===== config.mk =====
export PLATFORM = sky130hd
export DESIGN_NAME = serial_pattern_tx
export DESIGN_NICKNAME = d
export VERILOG_FILES = /design/src/rtl/serial_pattern_tx.sv
export SDC_FILE = /design/constraint.sdc
export NUM_CORES = 1
export LEC_CHECK = 0
export CAP_MARGIN = 15
export CORE_UTILIZATION = 48
export DETAILED_ROUTE_END_ITERATION = 10
export GPL_TIMING_DRIVEN = 0
export PLACE_DENSITY = 0.76
export SYNTH_ARGS = -nofsm -noshare
export SYNTH_HDL_FRONTEND = slang
export SYNTH_SLANG_ARGS = --single-unit

===== constraint.sdc =====
create_clock -name clk_2 -period 2.3 [get_ports clk_2]
set_clock_uncertainty 0.05 [all_clocks]
set_input_delay 0.69 -clock clk_2 [delete_from_list [all_inputs] [get_ports clk_2]]
set_output_delay 0.69 -clock clk_2 [all_outputs]
set_load 0.05 [all_outputs]

===== src/rtl/serial_pattern_tx.sv =====
// Serial bit-stream transmitter: captures a parallel word on start and shifts it
// out one bit per clk_2, MSB- or LSB-first, with busy/done and a 7-segment count.
module serial_pattern_tx #(
  parameter int unsigned NBITS = 8
) (
  input  logic             clk_2,
  input  logic             reset,
  input  logic             start,
  input  logic [NBITS-1:0] data,
  input  logic             lsb_first,
  output logic             ser_out,
  output logic             busy,
  output logic             done,
  output logic [3:0]       remaining,
  output logic [7:0]       seg
);

  typedef enum logic [1:0] {IDLE, SEND, DONE} state_t;

  state_t           state, state_d;
  logic [NBITS-1:0] shreg, shreg_d;
  logic             order, order_d;
  logic [3:0]       rem_q, rem_d;

  always_ff @(posedge clk_2 or negedge reset) begin
    if (!reset) begin
      state <= IDLE;
      shreg <= '0;
      order <= 1'b0;
      rem_q <= '0;
    end else begin
      state <= state_d;
      shreg <= shreg_d;
      order <= order_d;
      rem_q <= rem_d;
    end
  end

  always_comb begin
    state_d = state;
    shreg_d = shreg;
    order_d = order;
    rem_d   = rem_q;
    case (state)
      IDLE: begin
        if (start) begin
          state_d = SEND;
          shreg_d = data;
          order_d = lsb_first;
          rem_d   = 4'(NBITS);
        end
      end
      SEND: begin
        // Shift toward whichever end is being transmitted.
        shreg_d = order ? (shreg >> 1) : (shreg << 1);
        if (rem_q == 4'd1) begin
          state_d = DONE;
          rem_d   = '0;
        end else begin
          rem_d = rem_q - 4'd1;
        end
      end
      DONE:    state_d = IDLE;
      default: state_d = IDLE;
    endcase
  end

  always_comb begin
    ser_out   = (state == SEND) && (order ? shreg[0] : shreg[NBITS-1]);
    busy      = (state == SEND);
    done      = (state == DONE);
    remaining = rem_q;
    case (rem_q)
      4'h0: seg = 8'h3F;
      4'h1: seg = 8'h06;
      4'h2: seg = 8'h5B;
      4'h3: seg = 8'h4F;
      4'h4: seg = 8'h66;
      4'h5: seg = 8'h6D;
      4'h6: seg = 8'h7D;
      4'h7: seg = 8'h07;
      4'h8: seg = 8'h7F;
      4'h9: seg = 8'h6F;
      4'hA: seg = 8'h77;
      4'hB: seg = 8'h7C;
      4'hC: seg = 8'h39;
      4'hD: seg = 8'h5E;
      4'hE: seg = 8'h79;
      default: seg = 8'h71;
    endcase
  end

endmodule

==> flow_metrics.env, run 1 <==
export IMPL_status="finished, violations left"
export IMPL_violations="setup timing"
export IMPL_report_final_slew_viol_count=0
export IMPL_finalSetupViolCount=4
export IMPL_cts_tree="done"
export IMPL_synth_edff_count=0
export IMPL_fin_crit_ns=2.56
export IMPL_finalNetCount=171
export IMPL_viasPerCell=5.45
export IMPL_synth_simple_gate_area_share_pct=20.1
export IMPL_yosysWarnings=0
export IMPL_grtUsageTotal_pct=23.7
export IMPL_clock_sinks=15
export IMPL_async_flop_share_pct=100
export IMPL_crit_type="register to output port"
export IMPL_synth_nets=134
export IMPL_fillCellCount=129
export IMPL_drive_gt1_share_pct=37.3
export IMPL_use_met2_pct=38.5
export IMPL_hp_class="register to register"
export IMPL_drt_total_wl_um=2460
export IMPL_yosysSeqAreaShare_pct=36.4
export IMPL_die_h_um=48.4
export IMPL_cap_violations=0
export IMPL_initial_core_util_pct=52.1
export IMPL_grt_max_degree=16
export IMPL_antenna_found_initial=0
export IMPL_slew_headroom_pct=55.4
export IMPL_dr_first_iter_drc_count=26
export IMPL_cts_buffer_depth=2
export IMPL_min_period_over_period_pct=111
export IMPL_clk_pin_slew_ns=0.09
export IMPL_hold_buffers=0
export IMPL_place_ws_ns=-0.650
export IMPL_drc_errors=0
export IMPL_die_area_um2=2340
export IMPL_netlist_cell_type_count=31
export IMPL_cp_arrival_ns=1.82
export IMPL_row_count=16
export IMPL_tns_ns=-0.494
export IMPL_antenna_cells=0
export IMPL_r2r_slack_ns=0.62
export IMPL_synthFlopType="dfrtp_1"
export IMPL_stdcell_area_um2=1550
export IMPL_top_level_ports=27
export IMPL_max_freq_mhz=391
export IMPL_wl_per_cell_um=13.9
export IMPL_syn_avg_cell_area_um2=9.05
export IMPL_synthMuxAreaShare_pct=6.30
export IMPL_rsz0062_at_grt="true"
export IMPL_syn_area_um2=1030
export IMPL_setup_ws_ns=-0.256
export IMPL_synthAdderAreaFrac_pct=9.70
export IMPL_ant_nets=0
export IMPL_synth_compound_area_share_pct=21.3
export IMPL_place_area_um2=1390
export IMPL_cts_made_buffers=3
export IMPL_insertion_delay_ns=0.28
export IMPL_firstDrtPassIters=4
export IMPL_synthXorXnorAreaFrac_pct=0
export IMPL_crit_required_ns=1.56
export IMPL_grt_overflow_total=0
export IMPL_synth_top_family_by_area="compound AO/OA/AOI/OAI gates"
export IMPL_grt_busiest_layer="met2"
export IMPL_port_buffers=25
export IMPL_cts_root_buf="clkbuf_4"
export IMPL_grt_util_met1_pct=32.6
export IMPL_cp_start_kind="register"
export IMPL_worst_pin_slew_ns=0.667
export IMPL_synthCells=114
export IMPL_via_count=965
export IMPL_syn2layout_area_growth_pct=50.5
export IMPL_cp_max_fo=6
export IMPL_ys_ff_latch=15
export IMPL_die_w_um=48.4
export IMPL_gp_congestion=0.837
export IMPL_coreArea_um2=1980
export IMPL_dp_hpwl_um=1800
export IMPL_grt_pass1_vias=950
export IMPL_hold_violations=0
export IMPL_crit_path_end_kind="output port"
export IMPL_gr_usage_met3_pct=5.03
export IMPL_grt_pass1_wl_um=4320
export IMPL_htreeDepth=1
## worst paths after layout
| path | start | cells past startpoint | to |
|---|---|---|---|
| max | remaining[0] | 6 | seg[3] |
| min | shreg[4] | 2 | shreg[4] |
| max reg2reg | remaining[0] | 4 | remaining[2] |
| min reg2reg | shreg[4] | 2 | shreg[4] |
| max in group asynchronous | reset | 1 | remaining[0] |
| min in group asynchronous | reset | 1 | shreg[5] |
## critical path, stage by stage, from the launching register on
cell        delay, ns
dfrtp_4          0.47
inv_4            0.06
ha_4             0.26
inv_2            0.03
mux4_2           0.48
clkinvlp_4       0.09
buf_8            0.13
## cell usage in the layout (no fill, tap or decap), types with 4 or more instances in the layout
master and instances:
dfrtp_1 11, o31ai_1 6, nor2_1 10, buf_4 10, o21ai_0 4, buf_6 7
clkbuf_4 4, nor2b_1 8, nand2_1 12, a211oi_1 6, clkdlybuf4s50_1 12
## stage by stage
step,hold WS [ns],cells,util (%)
final,0.456,177,78.4
after global routing,0.495,177,78.4
after CTS,0.458,174,74.7
after detailed placement,0.438,166,70.1
after global placement,0.434,166,70.1
after floorplan,0.344,114,-
## cell type report
class | instances | area, µm² | share of cell area (%)
plain buffers | 7 | 48.8 | 3.14
clock buffers | 4 | 26.3 | 1.69
inverters | 6 | 31.3 | 2.01
multi-input cells | 86 | 718 | 46.2
flip-flops and latches | 15 | 383 | 24.6
well taps | 27 | 33.8 | 2.17
repair buffers | 32 | 313 | 20.1
## Yosys cell counts, drive strengths merged (4+ instances only)
cell type  instances  area (µm²)
nand2             12        45.0
inv                6        22.5
nor2              10        37.5
ha                 8         100
a211oi             7        52.6
a21oi              6        30.0
o31ai              6        45.0
nor2b             10        62.6
buf                7        37.5
dfrtp             15         375
o21ai              4        20.0
## state kept, by name, indices dropped and copies added (netlist names)
signal / cells
order: 1
remaining: 4
shreg: 8
state: 2
## cell families after synthesis
family	Yosys count
AOI/OAI and AO/OA	32
buffers and inverters	13
muxes	5
and+or+nand+nor	40
DFF	15
adders and majority gates	8
other	1
## timing repair
action	in CTS	in global routing
pin swaps	2	2
setup endpoints to repair	12	9
gates resized for setup	69	14
gates cloned	0	0
buffers inserted	4	3
## layer usage
metal / vias up / share of wire, % / wire [µm]
li1: 476 / - / -
met2: 29 / 48 / 1180
met4: 0 / 0.94 / 23
met1: 456 / 47 / 1150
met3: 4 / 4.2 / 102
met5: - / 0 / 0
Power of run 1 is left out: the tool's default activity adds up to more than one toggle a clock period on the data nets, which glitch-free logic cannot reach.
==> run 2, diff against run 1 <==
--- a/config.mk
+++ b/config.mk
@@ -6,10 +6,11 @@
 export NUM_CORES = 1
 export LEC_CHECK = 0
 export CAP_MARGIN = 15
-export CORE_UTILIZATION = 48
+export CORE_ASPECT_RATIO = 1.75
+export CORE_UTILIZATION = 43
 export DETAILED_ROUTE_END_ITERATION = 10
 export GPL_TIMING_DRIVEN = 0
-export PLACE_DENSITY = 0.76
+export PLACE_DENSITY = 0.72
 export SYNTH_ARGS = -nofsm -noshare
 export SYNTH_HDL_FRONTEND = slang
 export SYNTH_SLANG_ARGS = --single-unit
==> constraint.sdc (replaced) <==
create_clock -name clk_2 -period 2.2 [get_ports clk_2]
set_clock_uncertainty 0.05 [all_clocks]
set_input_delay 0.66 -clock clk_2 [delete_from_list [all_inputs] [get_ports clk_2]]
set_output_delay 0.66 -clock clk_2 [all_outputs]
set_load 0.05 [all_outputs]
==> run 2 against run 1 <==
  * The flow still finishes with violations (setup timing)
  * Sequential share of layout area decreased by 0.75 points
  * Register-to-register slack got worse by 0.23 ns
  * Hold slack better by 0.0023 ns
  * First-iteration DRC count down 15%
  * Global-route usage grew 0.29 points
  * Cell area increased by 3.5%
  * Critical endpoint unchanged
==> flow_metrics.env, run 2 (synthesis gave the netlist of run 1 again) <==
export IMPL_worst_path_dominant_cell_family="multiplexers"
export IMPL_clk_pin_slew_ns=0.06
export IMPL_cp_max_fo=5
export IMPL_clock_sinks=15
export IMPL_layout_common_cells="14 x buf_4, 12 x nand2_1, 11 x clkdlybuf4s50_1"
export IMPL_largest_reg_flops=8
export IMPL_cts_tree="done"
export IMPL_grt_overflow_total=0
export IMPL_syn2layout_area_growth_pct=55.8
export IMPL_dp_hpwl_um=1910
export IMPL_r2r_slack_ns=0.39
export IMPL_cts_buffer_depth=2
export IMPL_violations="setup timing"
export IMPL_finalNetCount=178
export IMPL_cp_arrival_ns=1.76
export IMPL_worst_pin_slew_ns=0.709
export IMPL_row_count=23
export IMPL_post_route_util_pct=70.7
export IMPL_crit_required_ns=1.49
export IMPL_die_h_um=66.8
export IMPL_setup_ws_ns=-0.272
export IMPL_crit_type="register to output port"
export IMPL_hp_class="register to register"
export IMPL_hold_violations=0
export IMPL_crit_path_top_delay_cell="mux4_2"
export IMPL_htreeDepth=1
export IMPL_max_freq_mhz=405
export IMPL_grt_busiest_layer="met2"
export IMPL_viasPerCell=5.65
export IMPL_use_met2_pct=49.2
export IMPL_fin_crit_ns=2.47
export IMPL_dr_first_iter_drc_count=22
export IMPL_antenna_found_initial=0
export IMPL_grt_max_degree=16
export IMPL_whs_ns=0.458
export IMPL_grt_pass1_wl_um=4400
export IMPL_path_buf_inv=4
export IMPL_drc_errors=0
export IMPL_grt_pass1_vias=1011
export IMPL_finalSetupViolCount=5
export IMPL_firstDrtPassIters=4
export IMPL_slowest_delay_ns=0.48
export IMPL_initial_core_util_pct=45.4
export IMPL_antenna_cells=0
export IMPL_min_period_over_period_pct=112
export IMPL_fillCellCount=183
export IMPL_cap_violations=0
export IMPL_gp_congestion=0.744
export IMPL_via_count=1029
export IMPL_drive_gt1_share_pct=40.1
export IMPL_top_register="shreg"
export IMPL_rsz0062_at_grt="true"
export IMPL_report_final_slew_viol_count=0
export IMPL_ant_nets=0
export IMPL_coreArea_um2=2270
export IMPL_mostFrequentLayoutCell="buf_4"
export IMPL_die_w_um=39.0
export IMPL_cts_root_buf="clkbuf_8"
export IMPL_drt_total_wl_um=2870
export IMPL_cp_start_kind="register"
export IMPL_top_level_ports=27
export IMPL_slew_headroom_pct=52.6
export IMPL_port_buffers=25
export IMPL_status="finished, violations left"
export IMPL_crit_chain="inv_4, ha_4, inv_2, mux4_2, clkinvlp_4, buf_8"
export IMPL_grtUsageTotal_pct=24.0
export IMPL_grt_util_met1_pct=22.8
export IMPL_insertion_delay_ns=0.24
export IMPL_crit_path_end_kind="output port"
export IMPL_die_area_um2=2610
export IMPL_placed_cells=164
export IMPL_layout_cells_non_filler=182
export IMPL_cts_made_buffers=3
export IMPL_gr_usage_met3_pct=2.00
export IMPL_wl_per_cell_um=15.7
## run 2: path summary, 6_finish.rpt
kind | start | end | cells past startpoint
max | remaining[0] | seg[3] | 6
min | shreg[4] | shreg[4] | 2
max reg2reg | remaining[1] | remaining[2] | 6
max in group asynchronous | reset | remaining[0] | 1
min in group asynchronous | reset | shreg[2] | 1
min reg2reg | shreg[4] | shreg[4] | 2
## run 2: layout make-up
type | instances | area, µm² | share of cell area (%)
plain buffers | 7 | 46.3 | 2.88
repair buffers | 39 | 362 | 22.5
well taps | 25 | 31.3 | 1.95
flip-flops and latches | 15 | 384 | 23.9
multi-input cells | 86 | 708 | 44.0
clock buffers | 4 | 45.0 | 2.80
inverters | 6 | 31.3 | 1.95
## run 2: worst min-delay path, cell delays in order, from the launching register on
cell and delay (ns):
dfrtp_1 0.36, nand2_1 0.05, o31ai_1 0.06
## run 2: routing by layer
metal / routed length (µm) / vias up
met5: 0 / -
met4: 19 / 0
met3: 76 / 2
met2: 1780 / 32
met1: 994 / 505
li1: - / 490
## run 2: stage by stage
| stage | setup slack (ns) | setup TNS, ns | cell area, µm² |
|---|---|---|---|
| after floorplan | -0.157 | -0.277 | 1110 |
| after CTS | -0.254 | -0.485 | 1540 |
| after global routing | -0.309 | -0.871 | 1610 |
| final | -0.272 | -0.659 | 1610 |
| after detailed placement | -0.720 | -3.63 | 1390 |
| after global placement | -0.710 | -3.53 | 1390 |
## run 2: what timing repair did
item / CTS / global route
endpoints found under the setup margin: 13 / 9
endpoints found under the hold margin: 0 / 0
pin swaps: 3 / 3
hold buffers: 0 / 0
buffers inserted: 10 / 4
gates resized for setup: 71 / 13
Power of run 2 is left out for the same reason.
==> run 3, diff against run 2 <==
--- a/config.mk
+++ b/config.mk
@@ -8,6 +8,7 @@
 export CAP_MARGIN = 15
 export CORE_ASPECT_RATIO = 1.75
 export CORE_UTILIZATION = 43
+export CTS_BUF_LIST = sky130_fd_sc_hd__clkbuf_16
 export DETAILED_ROUTE_END_ITERATION = 10
 export GPL_TIMING_DRIVEN = 0
 export PLACE_DENSITY = 0.72
==> run 3 against run 2 <==
  * The run still ends with setup timing left
  * Via count shrank 2.5%
  * Flip-flop and latch count is the same
  * Die area is the same
  * Setup slack gained 0.0068 ns
  * Critical path depth is the same
  * Hold slack lost 0.0031 ns
  * Clock-buffer cell count shrank 1
==> flow_metrics.env, run 3 (synthesis gave the netlist of run 1 again) <==
export IMPL_firstDrtPassIters=4
export IMPL_max_freq_mhz=406
export IMPL_grt_busiest_layer="met2"
export IMPL_antenna_found_initial=0
export IMPL_r2r_cells=6
export IMPL_finalNetCount=179
export IMPL_dp_hpwl_um=1910
export IMPL_cp_max_fo=5
export IMPL_viasPerCell=5.48
export IMPL_grt_max_degree=16
export IMPL_multi_input_area_um2=708
export IMPL_row_count=23
export IMPL_use_met2_pct=52.3
export IMPL_grt_util_met1_pct=23.7
export IMPL_coreArea_um2=2270
export IMPL_layout_common_cells="17 x buf_4, 12 x nand2_1, 11 x clkdlybuf4s50_1"
export IMPL_insertion_delay_ns=0.25
export IMPL_syn2layout_area_growth_pct=60.2
export IMPL_seqCellArea_um2=384
export IMPL_clk_pin_slew_ns=0.05
export IMPL_htreeDepth=1
export IMPL_hp_class="register to register"
export IMPL_post_route_util_pct=72.8
export IMPL_grt_overflow_total=0
export IMPL_top_level_ports=27
export IMPL_startpoint="remaining[0]"
export IMPL_violations="setup timing"
export IMPL_ant_nets=0
export IMPL_grt_pass1_wl_um=4650
export IMPL_layout_cells_non_filler=183
export IMPL_crit_type="register to output port"
export IMPL_setup_ws_ns=-0.265
export IMPL_drc_errors=0
export IMPL_rsz0062_at_grt="true"
export IMPL_port_buffers=25
export IMPL_fillCellCount=177
export IMPL_cp_start_kind="register"
export IMPL_status="finished, violations left"
export IMPL_drive_gt1_share_pct=40.5
export IMPL_cp_arrival_ns=1.76
export IMPL_antenna_cells=0
export IMPL_mostFrequentLayoutCell="buf_4"
export IMPL_hold_start="shreg[4]"
export IMPL_finalSetupViolCount=4
export IMPL_r2r_end="remaining[2]"
export IMPL_crit_end="seg[3]"
export IMPL_min_period_over_period_pct=112
export IMPL_placed_cells=164
export IMPL_die_area_um2=2610
export IMPL_clock_sinks=15
export IMPL_crit_path_end_kind="output port"
export IMPL_r2r_slack_ns=0.38
export IMPL_crit_required_ns=1.49
export IMPL_largest_reg_flops=8
export IMPL_top_register="shreg"
export IMPL_report_final_slew_viol_count=0
export IMPL_cts_buffer_depth=2
export IMPL_cts_tree="done"
export IMPL_gp_congestion=0.744
export IMPL_fin_crit_ns=2.47
export IMPL_drt_total_wl_um=2820
export IMPL_grtUsageTotal_pct=25.9
export IMPL_gr_usage_met3_pct=2.00
export IMPL_grt_pass1_vias=1049
export IMPL_cts_root_buf="clkbuf_16"
export IMPL_dr_first_iter_drc_count=21
export IMPL_timing_rr_start="remaining[1]"
export IMPL_wl_per_cell_um=15.4
export IMPL_cap_violations=0
export IMPL_hold_violations=0
export IMPL_die_h_um=66.8
export IMPL_die_w_um=39.0
export IMPL_slew_headroom_pct=53.3
export IMPL_initial_core_util_pct=45.4
export IMPL_worst_pin_slew_ns=0.698
export IMPL_via_count=1003
export IMPL_cts_made_buffers=3
==> run 3: cell count changes in the layout (fill, tap and decap cells not counted) <==
| cell | delta |
|---|---|
| buf_4 | +3 |
| clkbuf_8 | -3 |
| inv_1 | +1 |
| clkbuf_16 | +3 |
| buf_6 | -1 |
| buf_2 | -2 |
| clkbuf_1 | -1 |
| clkdlybuf4s15_2 | +1 |
==> run 3: cell type report <==
cell class,instances,area share [%]
inverters,6,1.89
clock buffers,3,4.54
well taps,25,1.89
plain buffers,7,2.95
flip-flops and latches,15,23.2
multi-input cells,86,42.8
clock inverters,1,0.227
repair buffers,40,22.5
==> run 3: critical path, stage by stage, from the launching register on <==
cell and delay, ns:
dfrtp_4 0.45, inv_4 0.06, ha_4 0.26, inv_2 0.03, mux4_2 0.47, clkinvlp_4 0.09
buf_8 0.14
==> run 3: how the worst min path moves through the flow <==
stage | end | depth (start not counted)
finish | shreg[4] | 2
global route | shreg[4] | 2
CTS | shreg[4] | 2
detailed placement | shreg[4] | 2
global placement | shreg[4] | 2
floorplan | order | 0
==> run 3: routing by layer <==
layer  share of wire [%]  wire (µm)
met4                 1.7         48
met5                   0          0
met2                  62       1740
met1                  34        968
met3                 2.2         62
==> run 3: what timing repair did <==
action	CTS	global route
gates resized for setup	73	9
hold buffers	0	0
pin swaps	5	2
buffers inserted	14	2
endpoints found under the setup margin	13	8
==> run 3: metrics by stage <==
stage                     area [µm²]  setup WS [ns]  hold slack, ns  setup TNS [ns]
final                           1650         -0.265           0.455          -0.624
after global placement          1390         -0.710           0.432           -3.53
after detailed placement        1390         -0.720           0.451           -3.63
after floorplan                 1110         -0.157           0.314          -0.277
after global routing            1650         -0.297           0.496          -0.763
after CTS                       1610         -0.252           0.459          -0.561
Power of run 3 is left out for the same reason.
